**config.mk**
```make
export PLATFORM = sky130hd
export DESIGN_NAME = controlador_linha_envase
export DESIGN_NICKNAME = d
export VERILOG_FILES = /design/src/rtl/controlador_linha_envase.sv
export SDC_FILE = /design/constraint.sdc
export NUM_CORES = 1
export LEC_CHECK = 0
export ABC_AREA = 1
export CAP_MARGIN = 20
export CORE_MARGIN = 2
export CORE_UTILIZATION = 55
export CTS_CLUSTER_SIZE = 12
export DETAILED_ROUTE_END_ITERATION = 7
export GPL_ROUTABILITY_DRIVEN = 0
export PLACE_DENSITY = 0.81
export SLEW_MARGIN = 15
export SYNTH_ARGS = -nofsm -noshare
export SYNTH_HDL_FRONTEND = slang
export SYNTH_SLANG_ARGS = --single-unit
```
**constraint.sdc**
```tcl
create_clock -name clk -period 4.05 [get_ports clk]
set_input_delay 0.81 -clock clk [delete_from_list [all_inputs] [get_ports clk]]
set_output_delay 0.81 -clock clk [all_outputs]
set_load 0.01 [all_outputs]
```
**src/rtl/controlador_linha_envase.sv**
```systemverilog
// controlador_linha_envase: bottling-line sequencer with fill/cap timeouts, dozen counting and latched faults.
// Define CTRL_ESTOP_EN to add the estop input and fault code 4.
module controlador_linha_envase #(
   parameter int FILL_TIMEOUT = 1000,
   parameter int CAP_TIMEOUT  = 200,
   parameter int DOZEN_SIZE   = 12,
   parameter int DOZ_W        = 8
) (
   input  logic             clk,
   input  logic             reset,
   input  logic             start,
   input  logic             stop,
   input  logic             bottle_sensor,
   input  logic             level_sensor,
   input  logic             cap_done,
   input  logic             vat_low,
   input  logic             clear_fault,
   input  logic             count_clr,
`ifdef CTRL_ESTOP_EN
   input  logic             estop,
`endif
   output logic             motor,
   output logic             valve,
   output logic             capper,
   output logic             alarm,
   output logic [2:0]       fault_code,
   output logic [3:0]       bottles,
   output logic [DOZ_W-1:0] dozens,
   output logic             dozen_done,
   output logic [2:0]       state_o
);
   typedef enum logic [2:0] {IDLE = 3'd0, MOVE, FILL, CAP, COUNT, EXIT, FAULT} state_t;
   localparam int TMAX = FILL_TIMEOUT > CAP_TIMEOUT ? FILL_TIMEOUT : CAP_TIMEOUT;
   localparam int TW = $clog2(TMAX + 1);
   state_t state, nxt;
   logic [TW-1:0] timer;
   logic [2:0] code_n;
   logic stop_lat, clr_stop, estop_i, wrap;
`ifdef CTRL_ESTOP_EN
   assign estop_i = estop;
`else
   assign estop_i = 1'b0;
`endif
   assign motor   = state == MOVE || state == EXIT;
   assign valve   = state == FILL;
   assign capper  = state == CAP;
   assign alarm   = state == FAULT;
   assign state_o = state;
   assign wrap    = state == COUNT && bottles == 4'(DOZEN_SIZE - 1);
   always_comb begin
      nxt = state;
      code_n = fault_code;
      clr_stop = 1'b0;
      case (state)
         IDLE:  if (start && !vat_low) nxt = MOVE;
         MOVE:  if (stop_lat) begin nxt = IDLE; clr_stop = 1'b1; end
                else if (bottle_sensor) nxt = FILL;
         FILL:  if (vat_low) begin nxt = FAULT; code_n = 3'd3; end
                else if (level_sensor) nxt = CAP;
                else if (timer == TW'(FILL_TIMEOUT - 1)) begin nxt = FAULT; code_n = 3'd1; end
         CAP:   if (cap_done) nxt = COUNT;
                else if (timer == TW'(CAP_TIMEOUT - 1)) begin nxt = FAULT; code_n = 3'd2; end
         COUNT: nxt = EXIT;
         EXIT:  if (!bottle_sensor) begin nxt = stop_lat ? IDLE : MOVE; clr_stop = stop_lat; end
         FAULT: if (clear_fault && !vat_low && !estop_i) begin nxt = IDLE; code_n = 3'd0; clr_stop = 1'b1; end
         default: nxt = IDLE;
      endcase
      // emergency stop overrides every other transition
      if (estop_i && state != FAULT) begin
         nxt = FAULT;
         code_n = 3'd4;
         clr_stop = 1'b0;
      end
   end
   always_ff @(posedge clk or posedge reset) begin
      if (reset) begin
         state      <= IDLE;
         timer      <= '0;
         stop_lat   <= 1'b0;
         fault_code <= 3'd0;
         bottles    <= 4'd0;
         dozens     <= '0;
         dozen_done <= 1'b0;
      end else begin
         state      <= nxt;
         fault_code <= code_n;
         timer      <= nxt != state ? '0 : (state == FILL || state == CAP) ? timer + TW'(1) : timer;
         stop_lat   <= !clr_stop && (stop_lat || stop);
         dozen_done <= wrap && !count_clr;
         if (count_clr) begin
            bottles <= 4'd0;
            dozens  <= '0;
         end else if (state == COUNT) begin
            bottles <= wrap ? 4'd0 : bottles + 4'd1;
            if (wrap && dozens != '1) dozens <= dozens + DOZ_W'(1);
         end
      end
   end
endmodule
```
==> impl_metrics.toml, run 1 <==
[yosys]
synth_top_cell_by_area = "dfrtp_1"
post_synth_num_cell_types = 30
synth_compound_area_share_pct = 6.16
ys_seq_area_share_pct = 41.6
synth-seq-cells = 29
synth_area_um2 = 1750
synthMuxAreaShare_pct = 0
synth_top_family_by_area = "simple AND/OR/NAND/NOR gates"
synth_cells = 236
synth_xor_area_share_pct = 6.02
yosysWarnings = 0
synth_top_cell_area_share_pct = 41.6
synth_fa_ha_area_share_pct = 2.15
yosys.area_share.simple_pct = 34.6
avgSynthCellArea_um2 = 7.40
yosys-top-cells-area = "dfrtp_1 42%, nand2_1 10%, nor2_1 7.7%"
syn-num-nets = 249

[cells_and_area]
final_common_cell = "nand2_1"
final_area_um2 = 2210
final_cell_count_no_fill = 317
syn_to_final_growth_pct = 26.5
finalNetCount = 285
n_antenna_cell = 0
drive_above_1_share_pct = 9.16
layout_common_cells = "48 x nand2_1, 36 x nor2_1, 35 x inv_1"

[power_and_ir_drop]
p_total_w = 0.000937
vdd_drop_max_mv = 0.248
p_per_area_nw_per_um2 = 424
leakage_nw = 1.03

[place]
post-place-ws_ns = 1.69
placed_area_um2 = 2120
io_buffers = 31
dpl.hpwl_um = 2740
dp_cells = 309

[die]
die-width_um = 60.3
core_area_um2 = 3030
num_io_pins = 33
dieHeight_um = 60.3
dieArea_um2 = 3640
num_rows = 20
initial_core_util_pct = 57.6

[status]
status = "finished, final reports clean"

[worst_setup_path]
path_max_fanout = 7
required_ns = 3.24
worstSetupPathType = "flop to output pin"
arrival_ns = 1.90
cp-end-kind = "output pin"
start_kind = "flop"

[sta]
setup_tns_ns = 0
tightest_slew_ns = 0.702
timing.slew.headroom_pct = 52.9
fin_skew_ns = 0.0122
final_hold_viol_count = 0
layout_min_cycle_time_ns = 2.71
slew_violations = 0
clock.fmax_mhz = 369
setup_violations = 0
fin_crit_sh_pct = 66.9
fin_ws_ns = 1.34
rsz0062_at_grt = "no"

[routing]
vias = 1583
routedWlPerCell_um = 11.6
drc_errors = 0
viasPerCell = 4.99
ant_nets = 0
firstDrtPassIters = 4
drtIter0Drc = 57
routed_wl_um = 3680

[global_routing]
overflow = 0
antenna_found_initial = 0
grt_pass1_wl_um = 6190
grt_max_degree = 18
grt_util_all_layers_pct = 23.0
grt_pass1_vias = 1458

[clocking]
worst_setup_hold_path_clk_slew_ns = 0.09
cts_inserted_buffers = 5
root_buffer = "clkbuf_4"
post_cts_buffers = 0
insertion_delay_ns = 0.34
cts_max_level = 2
cts_buffer_depth = 2
clock_sinks = 29
hold_buffers = 0
cts_tree = "built"
cts_resized = 0

[worst_hold_path]
hold_class = "flop to flop"

[run]
maxCapViolations = 0
## Yosys cell counts (all sizes together)
cell type,number
nand2,54
nor2,40
clkinv,1
o31ai,3
nor4,2
nand3,18
buf,2
a21oi,8
a211oi,1
clkbuf,1
xor2,10
inv,38
o21ai,6
nor3,9
ha,3
xnor2,2
o211ai,1
conb,1
nand4,7
dfrtp,29
## registers in the layout (all words and copies together), names as in the netlist
register	flops
bottles	4
dozen_done	1
dozens	8
fault_code	2
state_o	3
stop_lat	1
timer	10
## worst paths after layout
path	start	to	slack, ns	depth (start not counted)
min reg2reg	fault_code[1]	fault_code[1]	0.52	2
max in group asynchronous	reset	timer[9]	2.72	3
min	fault_code[1]	fault_code[1]	0.52	2
max	state_o[2]	valve	1.34	6
max reg2reg	dozens[1]	dozens[3]	2.12	8
min in group asynchronous	reset	dozens[1]	0.83	2
## stage by stage
| step | utilization, % | hold WS, ns |
|---|---|---|
| 2_1_floorplan | - | 0.536 |
| 3_3_place_gp | 69.2 | 0.490 |
| 3_5_place_dp | 70.1 | 0.504 |
| 4_1_cts | 72.9 | 0.532 |
| 5_1_grt | 72.9 | 0.558 |
| 6_report | 72.9 | 0.523 |
## metal layers
layer | part of all wire, % | GRT usage, %
met4 | 3.0 | 13.0
met1 | 49 | 31.4
met2 | 44 | 33.7
met5 | 0 | 0
met3 | 4.4 | 5.54
## worst max-delay path, cell delays in order, from the launching register on
cell	delay, ns
dfrtp_1	0.48
inv_2	0.13
nand2_2	0.10
inv_2	0.13
nand2_2	0.09
inv_1	0.10
clkdlybuf4s50_1	0.54
## where the power goes
group          switching [W]  internal (W)
Combinational       0.000189      0.000137
Sequential         0.0000379      0.000322
Clock               0.000104      0.000147
## kinds of logic after synthesis
| group | Yosys count |
|---|---|
| adder cells (fa/ha/maj) | 3 |
| buffers and inverters | 42 |
| other | 1 |
| flip-flops | 29 |
| AND/OR/NAND/NOR | 130 |
| AO/OA/AOI/OAI | 19 |
| XOR/XNOR | 12 |
## layout make-up
cell class	instances	area, um2
Inverter	39	146
Clock buffer	7	55.1
Multi-Input combinational cell	165	857
Timing Repair Buffer	32	338
Clock inverter	1	30.0
Fill cell	241	821
Tap cell	44	55.1
Sequential cell	29	726
Power figures use the tool's default switching activity.
==> run 2, diff against run 1 <==
- CORE_UTILIZATION: 55 -> 52
- PLACE_DENSITY: 0.81 -> 0.77
- clock period: 4.05 -> 2.54 ns (I/O delays scaled with it)
==> impl_metrics.toml, run 2 (synthesis results as in run 1) <==
[status]
status = "finished, final reports clean"

[cells_and_area]
largest_reg_flops = 10
top_register = "timer"
final_common_cell = "nand2_1"
n_antenna_cell = 0
layout_common_cells = "48 x nand2_1, 36 x nor2_1, 35 x inv_1"
top_regs = "timer: 10 flops, dozens: 8 flops, bottles: 4 flops"
drive_above_1_share_pct = 8.82
finalNetCount = 285
fill_cells = 289
syn_to_final_growth_pct = 23.7
final_cell_count_no_fill = 318

[clocking]
cts_resized = 0
hold_buffers = 0
root_buffer = "clkbuf_4"
cts_max_level = 2
clock_sinks = 29
cts_tree = "built"
insertion_delay_ns = 0.33
cts_inserted_buffers = 5
post_cts_buffers = 0
worst_setup_hold_path_clk_slew_ns = 0.09
cts_buffer_depth = 2

[routing]
firstDrtPassIters = 4
viasPerCell = 4.96
drtIter0Drc = 108
routed_wl_um = 3640
vias = 1577
drc_errors = 0
routedWlPerCell_um = 11.4
ant_nets = 0

[worst_setup_path]
path_delay_family = "buffers and inverters"
cp-end-kind = "output pin"
slowest_stage = "clkdlybuf4s50_1"
path_max_fanout = 7
crit_chain = "inv_2 -> nand2_2 -> inv_2 -> nand2_2 -> inv_1 -> clkdlybuf4s50_1"
r2r_setup_slack_ns = 0.59
worstSetupPathType = "flop to output pin"
cpPeakStageDelay_ns = 0.54
path_buf_inv = 4
required_ns = 2.03
ff2ff_path_depth = 8
start_kind = "flop"
worst-path-stages = 6
arrival_ns = 1.90

[die]
num_rows = 21
dieArea_um2 = 3840
initial_core_util_pct = 53.1
die-width_um = 61.9
dieHeight_um = 61.9
num_io_pins = 33
core_area_um2 = 3280

[sta]
fin_crit_sh_pct = 94.7
slew_violations = 0
layout_min_cycle_time_ns = 2.41
timing.slew.headroom_pct = 50.1
fin_skew_ns = 0.0106
final_hold_viol_count = 0
rsz0062_at_grt = "no"
clock.fmax_mhz = 416
fin_ws_ns = 0.135
whs_ns = 0.523
setup_violations = 0
tightest_slew_ns = 0.744
setup_tns_ns = 0

[power_and_ir_drop]
leakage_nw = 1.01
vdd_drop_max_mv = 0.392
p_per_area_nw_per_um2 = 637
p_total_w = 0.00138

[global_routing]
grt_max_degree = 30
met3_usage_pct = 5.18
use_met2_pct = 31.9
grt_pass1_wl_um = 5660
overflow = 0
grt_util_all_layers_pct = 20.5
antenna_found_initial = 0
use_met1_pct = 27.3
busiest_layer = "met2"
grt_pass1_vias = 1339

[worst_hold_path]
hold_class = "flop to flop"
min_path_cells = 2

[place]
post-place-ws_ns = 0.485
dpl.hpwl_um = 2700
dp_cells = 311
io_buffers = 31

[run]
maxCapViolations = 0
==> run 2: cell count changes in the layout (fill, tap and decap cells not counted), sizes merged <==
cell	previous run	this run
bufinv	1	0
==> run 2: metrics by stage <==
step	instance area, um2	util [%]
6_report	2160	65.8
3_5_place_dp	2100	64.1
3_3_place_gp	2100	64.1
4_1_cts	2160	65.8
5_1_grt	2160	65.8
2_1_floorplan	1750	-
==> run 2: power breakdown <==
part           switching, W  internal (W)  total (W)  leakage, nW
Sequential        0.0000599      0.000513   0.000573        0.396
Combinational      0.000302      0.000214   0.000516        0.582
Clock              0.000156      0.000130   0.000286       0.0314
Total              0.000518      0.000858    0.00138         1.01
==> run 2: layer usage <==
| layer | vias up | part of all wire (%) | wire length [um] |
|---|---|---|---|
| met5 | - | 0 | 0 |
| met3 | 8 | 4.1 | 149 |
| li1 | 820 | - | - |
| met2 | 35 | 44 | 1620 |
| met1 | 714 | 50 | 1800 |
| met4 | 0 | 1.9 | 68 |
==> run 2: cell type report <==
| class | count | area (um2) | share of cell area [%] |
|---|---|---|---|
| inverter | 39 | 146 | 6.78 |
| tap | 46 | 57.6 | 2.67 |
| timing repair buffer | 32 | 318 | 14.7 |
| multi-input combinational | 165 | 857 | 39.7 |
| clock buffer | 7 | 55.1 | 2.55 |
| sequential | 29 | 726 | 33.6 |
==> run 2: path summary, 6_finish.rpt <==
path,start,endpoint
hold / removal,fault_code[0],fault_code[0]
min in group asynchronous,reset,dozens[6]
max in group asynchronous,reset,timer[5]
hold reg to reg,fault_code[0],fault_code[0]
setup / recovery,state_o[2],valve
setup reg to reg,dozens[1],dozens[3]
==> run 2: worst min-delay path, cell delays in order (launching register included) <==
cell and delay [ns]:
dfrtp_1 0.36, o21ai_0 0.08, nand2_1 0.06
==> run 3, diff against run 2 <==
- PLACE_DENSITY: 0.77 -> 0.84
==> impl_metrics.toml, run 3 (synthesis results as in run 1) <==
[status]
status = "finished, final reports clean"

[worst_setup_path]
slowest_stage = "clkdlybuf4s50_1"
r2r_start = "dozens[1]"
path_max_fanout = 7
path_buf_inv = 4
worstSetupPathType = "flop to output pin"
start_kind = "flop"
critPathCapture = "valve"
cpPeakStageDelay_ns = 0.54
ff2ff_path_depth = 8
required_ns = 2.03
timing.rr.end = "dozens[3]"
cp-end-kind = "output pin"
r2r_setup_slack_ns = 0.64
arrival_ns = 1.90
startpoint = "state_o[2]"
worst-path-stages = 6
path_delay_family = "buffers and inverters"
crit_chain = "inv_2 -> nand2_2 -> inv_2 -> nand2_2 -> inv_1 -> clkdlybuf4s50_1"

[die]
dieHeight_um = 61.9
die-width_um = 61.9
initial_core_util_pct = 53.1
num_io_pins = 33
core_area_um2 = 3280
dieArea_um2 = 3840
num_rows = 21

[sta]
whs_ns = 0.507
fin_crit_sh_pct = 94.7
clock.fmax_mhz = 416
final_hold_viol_count = 0
fin_skew_ns = 0.0101
timing.slew.headroom_pct = 54.0
fin_ws_ns = 0.134
setup_violations = 0
setup_tns_ns = 0
rsz0062_at_grt = "no"
layout_min_cycle_time_ns = 2.41
tightest_slew_ns = 0.685
slew_violations = 0

[clocking]
cts_max_level = 2
hold_buffers = 0
insertion_delay_ns = 0.34
clock_sinks = 29
post_cts_buffers = 0
cts_inserted_buffers = 5
worst_setup_hold_path_clk_slew_ns = 0.08
cts_buffer_depth = 2
root_buffer = "clkbuf_4"
cts_resized = 0
cts_tree = "built"

[cells_and_area]
syn_to_final_growth_pct = 23.5
n_antenna_cell = 0
top_register = "timer"
largest_reg_flops = 10
fill_cells = 277
final_area_um2 = 2160
final_common_cell = "nand2_1"
layout_common_cells = "48 x nand2_1, 36 x nor2_1, 35 x inv_1"
finalNetCount = 285
drive_above_1_share_pct = 9.16
top_regs = "timer: 10 flops, dozens: 8 flops, bottles: 4 flops"

[routing]
routed_wl_um = 3460
drtIter0Drc = 77
routedWlPerCell_um = 10.8
drc_errors = 0
firstDrtPassIters = 4
ant_nets = 0
viasPerCell = 5.03
vias = 1604

[power_and_ir_drop]
vdd_drop_max_mv = 0.349
netSwitchingPower_w = 0.000522
swShare_pct = 38.6
leakage_nw = 1.01
p_per_area_nw_per_um2 = 628
comb_power_share_pct = 38.3
power_frac_seq_pct = 42.2
p_total_w = 0.00135
intPower_w = 0.000832
clockPowerShare_pct = 19.4

[global_routing]
overflow = 0
grt_util_all_layers_pct = 20.2
grt_pass1_wl_um = 5640
antenna_found_initial = 0
grt_max_degree = 30
grt_pass1_vias = 1325

[place]
post-place-ws_ns = 0.485
placed_area_um2 = 2100
io_buffers = 31
dpl.hpwl_um = 2670

[run]
maxCapViolations = 0

[worst_hold_path]
hold_class = "flop to flop"
-- run 3: cell types whose count changed in the layout (fill, tap and decap cells not counted) --
cell / change
clkinv_2: +2
clkbuf_8: -1
-- run 3: how the worst min path moves through the flow --
stage / from / end / slack [ns] / cells past startpoint
global route: reset / dozens[4] / 0.58 / 3
global placement: fault_code[1] / fault_code[1] / 0.48 / 2
detailed placement: fault_code[0] / fault_code[0] / 0.50 / 2
finish: fault_code[0] / fault_code[0] / 0.51 / 2
CTS: fault_code[0] / fault_code[0] / 0.52 / 2
floorplan: fault_code[0] / fault_code[0] / 0.54 / 2
-- run 3: layout make-up --
class	count	area, um2	share of cell area [%]
inverter	39	146	6.79
clock inverter	2	10.0	0.464
sequential	29	726	33.7
clock buffer	6	41.3	1.92
multi-input combinational	165	857	39.8
timing repair buffer	32	318	14.7
tap	46	57.6	2.67
-- run 3: worst reg2reg max path, cell delays in order (launching register included) --
cell and delay [ns]:
dfrtp_1 0.39, ha_1 0.22, nand4_1 0.16, o21ai_1 0.58
inv_1 0.17, nand2_1 0.12, nand2_1 0.05, nand2_1 0.05
nor2_1 0.05
-- run 3: per-layer routing --
| metal | vias to the layer above | global-route usage (%) | part of all wire, % |
|---|---|---|---|
| met5 | - | 0 | 0 |
| met4 | 0 | 6.38 | 1.6 |
| met3 | 6 | 5.80 | 5.3 |
| met2 | 41 | 32.5 | 46 |
| met1 | 744 | 26.3 | 47 |
| li1 | 813 | - | - |
-- run 3: per-stage QoR --
step           util, %  cells
3_3_place_gp      64.1    311
2_1_floorplan        -    236
6_report          65.6    319
5_1_grt           65.6    319
3_5_place_dp      64.1    311
4_1_cts           65.6    319
-- run 3: power by group through the flow --
stage,Clock (W),Combinational (W),Sequential [W]
5_1_grt,0.000294,0.000581,0.000582
6_report,0.000263,0.000519,0.000572
3_3_place_gp,0,0.000511,0.000580
3_5_place_dp,0,0.000526,0.000581
4_1_cts,0.000270,0.000527,0.000572
2_1_floorplan,0,0.000319,0.000587
